[src/rtl/ate_param.sv]
// ate_param: block-wise adaptive threshold engine that emits one binarised bit per pixel, one block late.
// Optional macro ATE_OFFSET_EN adds a signed thr_offset input that is applied to the midpoint.
module ate_param #(
  parameter int PIX_W    = 8,
  parameter int BLK_LOG2 = 6,
  parameter int BLK_COLS = 6,
  parameter int BLK_ROWS = 4
) (
  input  logic                    clk,
  input  logic                    reset,
  input  logic                    pix_valid,
  input  logic [PIX_W-1:0]        pix_data,
`ifdef ATE_OFFSET_EN
  input  logic signed [PIX_W-1:0] thr_offset,
`endif
  output logic                    bin_valid,
  output logic                    bin,
  output logic [PIX_W-1:0]        threshold,
  output logic                    frame_done
);
  localparam int BLK_PIX = 2 ** BLK_LOG2;
  localparam int COL_W   = (BLK_COLS > 1) ? $clog2(BLK_COLS) : 1;
  localparam int ROW_W   = (BLK_ROWS > 1) ? $clog2(BLK_ROWS) : 1;
  localparam logic [BLK_LOG2-1:0] LAST_PIX = BLK_LOG2'(BLK_PIX - 1);
  localparam logic [COL_W-1:0]    LAST_COL = COL_W'(BLK_COLS - 1);
  localparam logic [ROW_W-1:0]    LAST_ROW = ROW_W'(BLK_ROWS - 1);

  logic [BLK_LOG2-1:0] pix_cnt;
  logic [COL_W-1:0]    blk_col;
  logic [ROW_W-1:0]    blk_row;
  logic [PIX_W-1:0]    min_val;
  logic [PIX_W-1:0]    max_val;
  logic [PIX_W-1:0]    buffer [BLK_PIX];
  logic                prev_edge;
  logic                blk_seen;
  logic [PIX_W-1:0]    thr;

  logic                is_edge;
  logic                pix_last;
  logic                col_last;
  logic                row_last;
  logic [PIX_W-1:0]    store_val;
  logic [PIX_W-1:0]    old_pix;
  logic [PIX_W:0]      mid;
  logic [PIX_W-1:0]    mid_thr;
  logic [PIX_W-1:0]    thr_now;
`ifdef ATE_OFFSET_EN
  logic signed [PIX_W+1:0] offset_sum;
`endif

  // At pix_cnt==0 the threshold comes straight from the finished block's min/max; otherwise from the register.
  always_comb begin
    is_edge   = (blk_col == '0) || (blk_col == LAST_COL);
    pix_last  = (pix_cnt == LAST_PIX);
    col_last  = (blk_col == LAST_COL);
    row_last  = (blk_row == LAST_ROW);
    store_val = is_edge ? '0 : pix_data;
    old_pix   = buffer[pix_cnt];
    mid       = ({1'b0, min_val} + {1'b0, max_val} + (PIX_W + 1)'(1)) >> 1;
`ifdef ATE_OFFSET_EN
    offset_sum = $signed({1'b0, mid}) + $signed({{2{thr_offset[PIX_W-1]}}, thr_offset});
    if (offset_sum[PIX_W+1] || (offset_sum == '0)) begin
      mid_thr = PIX_W'(1);
    end else if (offset_sum[PIX_W]) begin
      mid_thr = '1;
    end else begin
      mid_thr = offset_sum[PIX_W-1:0];
    end
    if (prev_edge || !blk_seen) begin
      mid_thr = '0;
    end
`else
    mid_thr = (prev_edge || !blk_seen) ? '0 : PIX_W'(mid);
`endif
    thr_now = (pix_cnt == '0) ? mid_thr : thr;
  end

  always_ff @(posedge clk or negedge reset) begin
    if (!reset) begin
      pix_cnt    <= '0;
      blk_col    <= '0;
      blk_row    <= '0;
      min_val    <= '0;
      max_val    <= '0;
      prev_edge  <= 1'b0;
      blk_seen   <= 1'b0;
      thr        <= '0;
      bin        <= 1'b0;
      bin_valid  <= 1'b0;
      frame_done <= 1'b0;
      for (int i = 0; i < BLK_PIX; i++) begin
        buffer[i] <= '0;
      end
    end else begin
      bin_valid  <= 1'b0;
      frame_done <= 1'b0;
      if (pix_valid) begin
        buffer[pix_cnt] <= store_val;
        bin             <= (thr_now != '0) && (old_pix >= thr_now);
        bin_valid       <= blk_seen;
        prev_edge       <= is_edge;
        if (pix_cnt == '0) begin
          thr <= thr_now;
        end
        if (is_edge) begin
          min_val <= '0;
          max_val <= '0;
        end else if (pix_cnt == '0) begin
          min_val <= pix_data;
          max_val <= pix_data;
        end else begin
          if (pix_data < min_val) min_val <= pix_data;
          if (pix_data > max_val) max_val <= pix_data;
        end
        // Block size is a power of two, so pix_cnt wraps on its own.
        pix_cnt <= pix_cnt + 1'b1;
        if (pix_last) begin
          blk_seen <= 1'b1;
          if (col_last) begin
            blk_col <= '0;
            if (row_last) begin
              blk_row    <= '0;
              frame_done <= 1'b1;
            end else begin
              blk_row <= blk_row + 1'b1;
            end
          end else begin
            blk_col <= blk_col + 1'b1;
          end
        end
      end
    end
  end

  assign threshold = thr;

endmodule

[config.mk]
export PLATFORM = sky130hd
export DESIGN_NAME = ate_param
export DESIGN_NICKNAME = d
export VERILOG_FILES = /design/src/rtl/ate_param.sv
export SDC_FILE = /design/constraint.sdc
export NUM_CORES = 1
export LEC_CHECK = 0
export ABC_CLOCK_PERIOD_IN_PS = 3800
export CAP_MARGIN = 20
export CORE_MARGIN = 5
export CORE_UTILIZATION = 50
export CTS_BUF_LIST = sky130_fd_sc_hd__clkbuf_4
export DETAILED_ROUTE_END_ITERATION = 16
export GPL_TIMING_DRIVEN = 1
export PLACE_DENSITY = 0.66
export REMOVE_ABC_BUFFERS = 1
export SETUP_SLACK_MARGIN = 0.3
export SYNTH_ARGS = -nofsm -noshare
export SYNTH_HDL_FRONTEND = slang
export SYNTH_SLANG_ARGS = --single-unit
[constraint.sdc]
create_clock -name clk -period 3.8 [get_ports clk]
set_input_delay 0.76 -clock clk [delete_from_list [all_inputs] [get_ports clk]]
set_output_delay 0.76 -clock clk [all_outputs]
set_load 0.01 [all_outputs]
==> flow_summary.html, run 1 <==
<table>
<tr><th>Metric</th><th>Value</th></tr>
<tr><th colspan="2">Synth</th></tr>
<tr><td>Share of synthesized registers carrying an async set or reset</td><td>1.00</td></tr>
<tr><td>Post-synthesis instance total</td><td>2580</td></tr>
<tr><td>Adder-Cell Fraction of Synth Area</td><td>0.0169</td></tr>
<tr><td>Synthesized area divided by synthesized cell count</td><td>9.90 µm²</td></tr>
<tr><td>Dominant register cell in the synthesized netlist</td><td>sky130_fd_sc_hd__dfrtp_1</td></tr>
<tr><td>Area share of and/or/nand/nor cells after synthesis</td><td>0.134</td></tr>
<tr><td>Post-Synthesis Cell Area</td><td>0.0255 mm²</td></tr>
<tr><td>Main combinational cell family by area after synthesis</td><td>compound AO/OA/AOI/OAI gates</td></tr>
<tr><td>Post-synthesis sequential area ratio</td><td>0.541</td></tr>
<tr><td>Unique cell type count in the Yosys netlist</td><td>77</td></tr>
<tr><td>Synth warn</td><td>0</td></tr>
<tr><td>Synthesized-area fraction occupied by ao, oa, aoi and oai cells</td><td>0.174</td></tr>
<tr><td>Mux contribution to synthesized area</td><td>0.0898</td></tr>
<tr><td>Number of flops mapped to enable cells by yosys</td><td>0</td></tr>
<tr><td>Synthesized flop and latch total</td><td>552</td></tr>
<tr><td>Fraction of synthesized cell area in xor and xnor cells</td><td>0.00240</td></tr>
<tr><th colspan="2">Worst setup path</th></tr>
<tr><td>Worst setup startpoint</td><td>pix_cnt[1]$_DFFE_PN0P_</td></tr>
<tr><td>WP data required</td><td>4.68 ns</td></tr>
<tr><td>Worst endpoint data arrival time</td><td>4.26 ns</td></tr>
<tr><td>Critical path start-end classification</td><td>flop to flop</td></tr>
<tr><td>Top fanout value on the critical path</td><td>14</td></tr>
<tr><td>Reg-to-Reg End</td><td>bin$_DFFE_PN0P_</td></tr>
<tr><td>Nature of the critical path startpoint</td><td>flop</td></tr>
<tr><td>Crit path capture type</td><td>flop</td></tr>
<tr><td>Reg2Reg Launch Point</td><td>pix_cnt[1]$_DFFE_PN0P_</td></tr>
<tr><td>Reg2Reg Depth</td><td>13</td></tr>
<tr><td>Reg2Reg Setup Slack</td><td>0.42 ns</td></tr>
<tr><th colspan="2">Drt</th></tr>
<tr><td>DR vias</td><td>20.8k</td></tr>
<tr><td>Remaining antenna violation count after routing</td><td>0</td></tr>
<tr><td>Post-detailed-route wirelength per cell</td><td>22.8 µm</td></tr>
<tr><td>Remaining design rule violation count</td><td>0</td></tr>
<tr><td>Via density per instance</td><td>5.96</td></tr>
<tr><td>Violation count after the first detailed-route iteration</td><td>1873</td></tr>
<tr><td>Final wirelength</td><td>79500 µm</td></tr>
<tr><td>Number of detailed-routing iterations run before antenna repair</td><td>7</td></tr>
<tr><th colspan="2">Timing</th></tr>
<tr><td>Share of the clock period used by the worst path after layout</td><td>0.889</td></tr>
<tr><td>Finish-stage setup viols</td><td>0</td></tr>
<tr><td>Fin. Hold Viols</td><td>0</td></tr>
<tr><td>Worst rel slew slack</td><td>0.307</td></tr>
<tr><td>Max-slew violation count</td><td>0</td></tr>
<tr><td>Setup repair after global routing missed its margin</td><td>no</td></tr>
<tr><td>Time the final worst path needs with I/O delays and setup</td><td>3.38 ns</td></tr>
<tr><td>Worst Clk Skew</td><td>0.0612 ns</td></tr>
<tr><td>Worst slack on hold paths</td><td>0.331 ns</td></tr>
<tr><td>Slew of the pin with the lowest slew margin</td><td>1.04 ns</td></tr>
<tr><td>Maximum operating frequency</td><td>296 MHz</td></tr>
<tr><th colspan="2">Clock tree</th></tr>
<tr><td>Clock input transition at the sequential cells of the worst setup and hold paths</td><td>0.08 ns</td></tr>
<tr><td>Clock sink count</td><td>552</td></tr>
<tr><td>Clock network latency to the later pin of the worst-skew pair</td><td>1.03 ns</td></tr>
<tr><td>CTS tree</td><td>built</td></tr>
<tr><td>Level count of the clock H-tree</td><td>4</td></tr>
<tr><td>CTS buffer count</td><td>149</td></tr>
<tr><td>Max Root-Sink Buffers</td><td>3</td></tr>
<tr><td>Cell at the root of the clock tree</td><td>sky130_fd_sc_hd__clkbuf_4</td></tr>
<tr><th colspan="2">Cells and area</th></tr>
<tr><td>Final net count</td><td>2758</td></tr>
<tr><td>Fill cells</td><td>4454</td></tr>
<tr><td>Leading cell type in the layout, fill and taps excluded</td><td>sky130_fd_sc_hd__nand2_1</td></tr>
<tr><td>Sequential standard cell area</td><td>0.0138 mm²</td></tr>
<tr><td>Area Overhead vs Synth</td><td>13.8%</td></tr>
<tr><td>Footprint of the multi-input gates</td><td>0.0107 mm²</td></tr>
<tr><td>Fraction of the core area covered by cells at the end of the flow</td><td>0.577</td></tr>
<tr><td>Highest-count cells in the layout ignoring fill and taps</td><td>634 x sky130_fd_sc_hd__nand2_1, 549 x sky130_fd_sc_hd__dfrtp_1, 537 x sky130_fd_sc_hd__o21ai_0</td></tr>
<tr><td>Proportion of layout cells with a drive suffix above 1</td><td>0.196</td></tr>
<tr><th colspan="2">Floorplan</th></tr>
<tr><td>Placeable core region</td><td>0.0504 mm²</td></tr>
<tr><td>Floorplan die area</td><td>0.0557 mm²</td></tr>
<tr><td>Top Ports</td><td>22</td></tr>
<tr><td>Die height</td><td>236 µm</td></tr>
<tr><td>Row count</td><td>82</td></tr>
<tr><td>Effective utilization at floorplan</td><td>0.507</td></tr>
<tr><td>Chip Width</td><td>236 µm</td></tr>
<tr><th colspan="2">Global routing</th></tr>
<tr><td>All-layer global routing usage</td><td>0.285</td></tr>
<tr><td>Met3 demand-to-capacity share in global routing</td><td>0.0820</td></tr>
<tr><td>First-pass GRT wire length</td><td>124000 µm</td></tr>
<tr><td>Number of global-route vias before repair</td><td>20.9k</td></tr>
<tr><td>Most heavily used metal layer in global routing</td><td>met2</td></tr>
<tr><td>Largest net degree at the start of global routing</td><td>78</td></tr>
<tr><td>Total congestion overflow after global routing</td><td>0</td></tr>
<tr><td>Antenna violations before repair</td><td>3</td></tr>
<tr><td>Global-route met1 utilization</td><td>0.383</td></tr>
<tr><td>Met2 layer usage reported by global route</td><td>0.439</td></tr>
<tr><th colspan="2">Power</th></tr>
<tr><td>Pleak</td><td>12.9 nW</td></tr>
<tr><td>Max rail drop VDD</td><td>0.000369 V</td></tr>
<tr><td>Total power density per cell area</td><td>589 mW/mm²</td></tr>
<tr><th colspan="2">Job</th></tr>
<tr><td>Max-cap check violation count</td><td>0</td></tr>
<tr><th colspan="2">Placement</th></tr>
<tr><td>Gpl congestion</td><td>1.06</td></tr>
<tr><td>Detailed-placement wirelength estimate</td><td>52100 µm</td></tr>
<tr><td>Number of port buffers</td><td>21</td></tr>
<tr><th colspan="2">Worst hold path</th></tr>
<tr><td>Worst min-delay path category</td><td>primary input to asynchronous set/reset pin</td></tr>
<tr><th colspan="2">Status</th></tr>
<tr><td>Run status</td><td>finished, final reports clean</td></tr>
</table>
-- metrics by stage --
| step | std cells | power (mW) | setup TNS, ns | worst slack [ns] | cell area, µm² |
|---|---|---|---|---|---|
| detailed placement | 3224 | 11.5 | 0 | 0.251 | 27000 |
| global route | 3492 | 17.8 | 0 | 0.298 | 29100 |
| finish | 3494 | 17.1 | 0 | 0.421 | 29100 |
| floorplan | 2376 | 9.17 | -547.77 | -2.70 | 24600 |
| CTS | 3483 | 17.0 | 0 | 0.375 | 29000 |
| global placement | 3224 | 11.4 | 0 | 0.243 | 27000 |
-- cell usage after synthesis (17+ instances only) --
library cell,instances,share of area
sky130_fd_sc_hd__nand3_1,23,0.0045
sky130_fd_sc_hd__inv_1,22,0.0032
sky130_fd_sc_hd__buf_2,38,0.0074
sky130_fd_sc_hd__a21oi_1,42,0.0082
sky130_fd_sc_hd__buf_4,17,0.0050
sky130_fd_sc_hd__ha_1,33,0.016
sky130_fd_sc_hd__o21ai_0,539,0.11
sky130_fd_sc_hd__mux2_2,42,0.019
sky130_fd_sc_hd__mux2i_1,50,0.020
sky130_fd_sc_hd__mux4_2,58,0.051
sky130_fd_sc_hd__nor2_1,50,0.0073
sky130_fd_sc_hd__nand2_1,644,0.095
sky130_fd_sc_hd__clkbuf_1,130,0.019
sky130_fd_sc_hd__o21ai_1,19,0.0037
sky130_fd_sc_hd__dfrtp_1,552,0.54
sky130_fd_sc_hd__o22ai_1,53,0.013
sky130_fd_sc_hd__o221ai_1,23,0.0079
-- where the power goes --
part | switching [mW] | leakage (nW) | internal (mW)
Combinational | 3.60 | 4.12 | 2.04
Sequential | 0.209 | 7.70 | 5.98
Clock | 2.55 | 1.09 | 2.76
Total | 6.35 | 12.9 | 10.8
-- worst max-delay path: stages (launching register included) --
cell and delay [ns]:
sky130_fd_sc_hd__dfrtp_4 0.60, sky130_fd_sc_hd__buf_4 0.31, sky130_fd_sc_hd__or2_0 0.20, sky130_fd_sc_hd__o22ai_1 0.10, sky130_fd_sc_hd__a22oi_1 0.22, sky130_fd_sc_hd__a21o_1 0.15
sky130_fd_sc_hd__nand4_1 0.14, sky130_fd_sc_hd__nor4b_2 0.40, sky130_fd_sc_hd__ha_1 0.31, sky130_fd_sc_hd__a21o_1 0.19, sky130_fd_sc_hd__a211oi_1 0.22, sky130_fd_sc_hd__o21ai_1 0.10
sky130_fd_sc_hd__a21oi_1 0.18, sky130_fd_sc_hd__a221oi_1 0.10
-- logic make-up after synthesis --
logic type	count (synthesis)
adder cells (fa/ha/maj)	34
AND/OR/NAND/NOR	818
XOR/XNOR	7
buffers and inverters	229
flip-flops	552
multiplexers	151
AO/OA/AOI/OAI	789
-- area by class of cell --
type                            count  area share
Antenna cell                        6    0.000516
Clock buffer                      218      0.0563
Clock inverter                     36     0.00757
Inverter                           25     0.00323
Multi-Input combinational cell   1799       0.369
Sequential cell                   552       0.475
Tap cell                          672      0.0289
Timing Repair Buffer              186      0.0589
-- sequential cells by signal, indices dropped and copies added, names as in the netlist --
signal	cells
frame_done	1
pix_cnt	6
max_val	8
threshold	8
min_val	8
blk_col	3
bin_valid	1
blk_seen	1
prev_edge	1
blk_row	2
bin	1
buffer	512
-- routing by layer --
layer  wire length (µm)  vias up  part of all wire
met5                  9        -           0.00011
met4               3290        2             0.041
met3               6840      227             0.086
met2              36400      937              0.46
met1              33000    10300              0.41
li1                   -     9409                 -
-- what timing repair did --
item                                    CTS  global route
resized for setup                         1            19
gates cloned                              0             0
buffers inserted                          4             5
pin swaps                                 0             5
hold buffers                              1             0
hold endpoints to repair                 67             0
endpoints found under the setup margin    1             1
-- worst max-delay path by stage --
stage	endpoint	slack (ns)	cells past startpoint
floorplan	max_val[0]$_DFFE_PN0P_	-2.70	8
global placement	bin$_DFFE_PN0P_	0.24	12
detailed placement	bin$_DFFE_PN0P_	0.25	12
CTS	bin$_DFFE_PN0P_	0.37	12
global route	bin$_DFFE_PN0P_	0.30	13
finish	bin$_DFFE_PN0P_	0.42	13
(Power assumes the default switching activity.)
==> inputs of run 2 (changes only) <==
ABC_CLOCK_PERIOD_IN_PS = 2800   (was 3800)
PLACE_DENSITY = 0.68   (was 0.66)
clock period = 2.8 ns   (was 3.8 ns; I/O delays follow)
==> flow_summary.html, run 2 (synthesis gave the netlist of run 1 again) <==
<table>
<tr><th>Metric</th><th>Value</th></tr>
<tr><th colspan="2">Power</th></tr>
<tr><td>Pleak</td><td>13.7 nW</td></tr>
<tr><td>Total power density per cell area</td><td>848 mW/mm²</td></tr>
<tr><td>Max rail drop VDD</td><td>0.000451 V</td></tr>
<tr><th colspan="2">Job</th></tr>
<tr><td>Max-cap check violation count</td><td>0</td></tr>
<tr><th colspan="2">Timing</th></tr>
<tr><td>Fin. Hold Viols</td><td>0</td></tr>
<tr><td>Least setup slack across all paths after layout</td><td>-0.473 ns</td></tr>
<tr><td>Slew of the pin with the lowest slew margin</td><td>0.629 ns</td></tr>
<tr><td>Worst rel slew slack</td><td>0.580</td></tr>
<tr><td>Worst slack on hold paths</td><td>0.444 ns</td></tr>
<tr><td>Setup repair after global routing missed its margin</td><td>yes</td></tr>
<tr><td>Share of the clock period used by the worst path after layout</td><td>1.17</td></tr>
<tr><td>Maximum operating frequency</td><td>306 MHz</td></tr>
<tr><td>Worst Clk Skew</td><td>0.0617 ns</td></tr>
<tr><td>Setup tns final</td><td>-0.473 ns</td></tr>
<tr><td>Time the final worst path needs with I/O delays and setup</td><td>3.27 ns</td></tr>
<tr><td>Max-slew violation count</td><td>0</td></tr>
<tr><td>Finish-stage setup viols</td><td>1</td></tr>
<tr><th colspan="2">Clock tree</th></tr>
<tr><td>Cell at the root of the clock tree</td><td>sky130_fd_sc_hd__clkbuf_4</td></tr>
<tr><td>CTS buffer count</td><td>150</td></tr>
<tr><td>Clock network latency to the later pin of the worst-skew pair</td><td>0.99 ns</td></tr>
<tr><td>Level count of the clock H-tree</td><td>4</td></tr>
<tr><td>Max Root-Sink Buffers</td><td>3</td></tr>
<tr><td>Clock sink count</td><td>552</td></tr>
<tr><td>CTS tree</td><td>built</td></tr>
<tr><td>Clock input transition at the sequential cells of the worst setup and hold paths</td><td>0.06 ns</td></tr>
<tr><th colspan="2">Worst setup path</th></tr>
<tr><td>Critical path start-end classification</td><td>flop to flop</td></tr>
<tr><td>Reg2Reg Depth</td><td>12</td></tr>
<tr><td>Worst endpoint data arrival time</td><td>4.11 ns</td></tr>
<tr><td>Top fanout value on the critical path</td><td>11</td></tr>
<tr><td>Reg2Reg Launch Point</td><td>pix_cnt[0]$_DFFE_PN0P_</td></tr>
<tr><td>Nature of the critical path startpoint</td><td>flop</td></tr>
<tr><td>Reg2Reg Setup Slack</td><td>-0.47 ns</td></tr>
<tr><td>Reg-to-Reg End</td><td>bin$_DFFE_PN0P_</td></tr>
<tr><td>WP data required</td><td>3.64 ns</td></tr>
<tr><td>Crit path capture type</td><td>flop</td></tr>
<tr><th colspan="2">Drt</th></tr>
<tr><td>Number of detailed-routing iterations run before antenna repair</td><td>8</td></tr>
<tr><td>Via density per instance</td><td>5.99</td></tr>
<tr><td>Violation count after the first detailed-route iteration</td><td>2070</td></tr>
<tr><td>Post-detailed-route wirelength per cell</td><td>22.5 µm</td></tr>
<tr><td>Final wirelength</td><td>80400 µm</td></tr>
<tr><td>Remaining antenna violation count after routing</td><td>0</td></tr>
<tr><td>DR vias</td><td>21.4k</td></tr>
<tr><td>Remaining design rule violation count</td><td>0</td></tr>
<tr><th colspan="2">Cells and area</th></tr>
<tr><td>Area Overhead vs Synth</td><td>19.4%</td></tr>
<tr><td>Proportion of layout cells with a drive suffix above 1</td><td>0.259</td></tr>
<tr><td>Most flop-heavy register</td><td>buffer</td></tr>
<tr><td>Count of placed standard cells in the final layout, fillers left out</td><td>3577</td></tr>
<tr><td>Largest register FFs</td><td>512</td></tr>
<tr><td>Final net count</td><td>2852</td></tr>
<tr><td>Final Instance Area</td><td>0.0305 mm²</td></tr>
<tr><td>Highest-count cells in the layout ignoring fill and taps</td><td>580 x sky130_fd_sc_hd__nand2_1, 549 x sky130_fd_sc_hd__dfrtp_1, 529 x sky130_fd_sc_hd__o21ai_0</td></tr>
<tr><td>Leading cell type in the layout, fill and taps excluded</td><td>sky130_fd_sc_hd__nand2_1</td></tr>
<tr><th colspan="2">Placement</th></tr>
<tr><td>DP Worst Slack</td><td>-0.438 ns</td></tr>
<tr><td>Number of port buffers</td><td>21</td></tr>
<tr><td>Gpl congestion</td><td>1.02</td></tr>
<tr><td>Instance area at placement</td><td>0.0276 mm²</td></tr>
<tr><td>Cell total after placement</td><td>3290</td></tr>
<tr><td>Detailed-placement wirelength estimate</td><td>52400 µm</td></tr>
<tr><th colspan="2">Global routing</th></tr>
<tr><td>Largest net degree at the start of global routing</td><td>98</td></tr>
<tr><td>Antenna violations before repair</td><td>2</td></tr>
<tr><td>Number of global-route vias before repair</td><td>21.4k</td></tr>
<tr><td>Total congestion overflow after global routing</td><td>0</td></tr>
<tr><td>First-pass GRT wire length</td><td>125000 µm</td></tr>
<tr><td>All-layer global routing usage</td><td>0.286</td></tr>
<tr><th colspan="2">Status</th></tr>
<tr><td>Violated checks</td><td>negative setup slack</td></tr>
<tr><td>Run status</td><td>finished with violations</td></tr>
<tr><th colspan="2">Worst hold path</th></tr>
<tr><td>Depth of the worst hold-timing path</td><td>4</td></tr>
<tr><td>Worst min-delay path category</td><td>primary input to flop</td></tr>
<tr><td>Start point of the worst min-delay path</td><td>pix_data[0]</td></tr>
<tr><td>Endpoint of the worst hold-timing path</td><td>min_val[0]$_DFFE_PN0P_</td></tr>
<tr><th colspan="2">Floorplan</th></tr>
<tr><td>Top Ports</td><td>22</td></tr>
<tr><td>Effective utilization at floorplan</td><td>0.507</td></tr>
<tr><td>Chip Width</td><td>236 µm</td></tr>
<tr><td>Placeable core region</td><td>0.0504 mm²</td></tr>
<tr><td>Die height</td><td>236 µm</td></tr>
<tr><td>Row count</td><td>82</td></tr>
<tr><td>Floorplan die area</td><td>0.0557 mm²</td></tr>
</table>
[run 2: final cells by class]
| class | count | area [µm²] |
|---|---|---|
| tap | 672 | 841 |
| sequential | 552 | 13800 |
| multi-input combinational | 1799 | 11100 |
| inverter | 25 | 101 |
| clock inverter | 25 | 234 |
| antenna | 3 | 7.51 |
| clock buffer | 222 | 1670 |
| fill | 4265 | 19900 |
| timing repair buffer | 279 | 2710 |
[run 2: timing repair]
action                     in CTS  in global routing
hold buffers                    3                  0
resized for setup              98                 84
setup buffers                  22                  4
setup endpoints to repair      26                253
hold endpoints to repair      552                  0
pin swaps                      33                 17
gates cloned                    6                  2
[run 2: how the worst max path moves through the flow]
stage / slack (ns) / startpoint / depth (start not counted) / end
after floorplan: -3.70 / pix_cnt[0]$_DFFE_PN0P_ / 8 / max_val[0]$_DFFE_PN0P_
after global placement: -0.42 / pix_cnt[0]$_DFFE_PN0P_ / 13 / bin$_DFFE_PN0P_
after CTS: -0.31 / pix_cnt[0]$_DFFE_PN0P_ / 14 / bin$_DFFE_PN0P_
final: -0.47 / pix_cnt[0]$_DFFE_PN0P_ / 12 / bin$_DFFE_PN0P_
after global routing: -0.51 / pix_cnt[0]$_DFFE_PN0P_ / 14 / bin$_DFFE_PN0P_
after detailed placement: -0.44 / pix_cnt[0]$_DFFE_PN0P_ / 13 / bin$_DFFE_PN0P_
[run 2: report_power, final]
part           internal, mW  total, mW  switching [mW]
clock network          4.05       7.46            3.41
registers              8.12       8.29           0.167
logic                  4.32       10.1            5.81
total                  16.5       25.9            9.39
[run 2: worst max-delay path: stages (launching register included)]
cell                        delay [ns]
sky130_fd_sc_hd__dfrtp_4          0.54
sky130_fd_sc_hd__buf_12           0.16
sky130_fd_sc_hd__buf_4            0.13
sky130_fd_sc_hd__bufbuf_16        0.28
sky130_fd_sc_hd__mux4_2           0.32
sky130_fd_sc_hd__mux2i_1          0.11
sky130_fd_sc_hd__a211o_1          0.30
sky130_fd_sc_hd__nor4_2           0.32
sky130_fd_sc_hd__ha_1             0.32
sky130_fd_sc_hd__a211oi_2         0.26
sky130_fd_sc_hd__o21ai_2          0.10
sky130_fd_sc_hd__a21oi_2          0.18
sky130_fd_sc_hd__a221oi_2         0.08
[run 2: routing by layer]
metal	share of wire	GRT usage	wire, µm
met1	0.41	0.383	32600
met2	0.45	0.431	36300
met3	0.092	0.0762	7400
met4	0.050	0.148	4030
met5	0	0	0
[run 2: through the flow]
step	util	total power, mW
after floorplan	-	12.4
after global placement	0.547	16.5
after detailed placement	0.547	16.6
after CTS	0.599	25.2
after global routing	0.606	26.8
final	0.606	25.9
==> inputs of run 3 (changes only) <==
CAP_MARGIN = unset   (was 20)
==> results of run 3 <==
The final DEF is identical to that of run 2; final timing and power are the same.
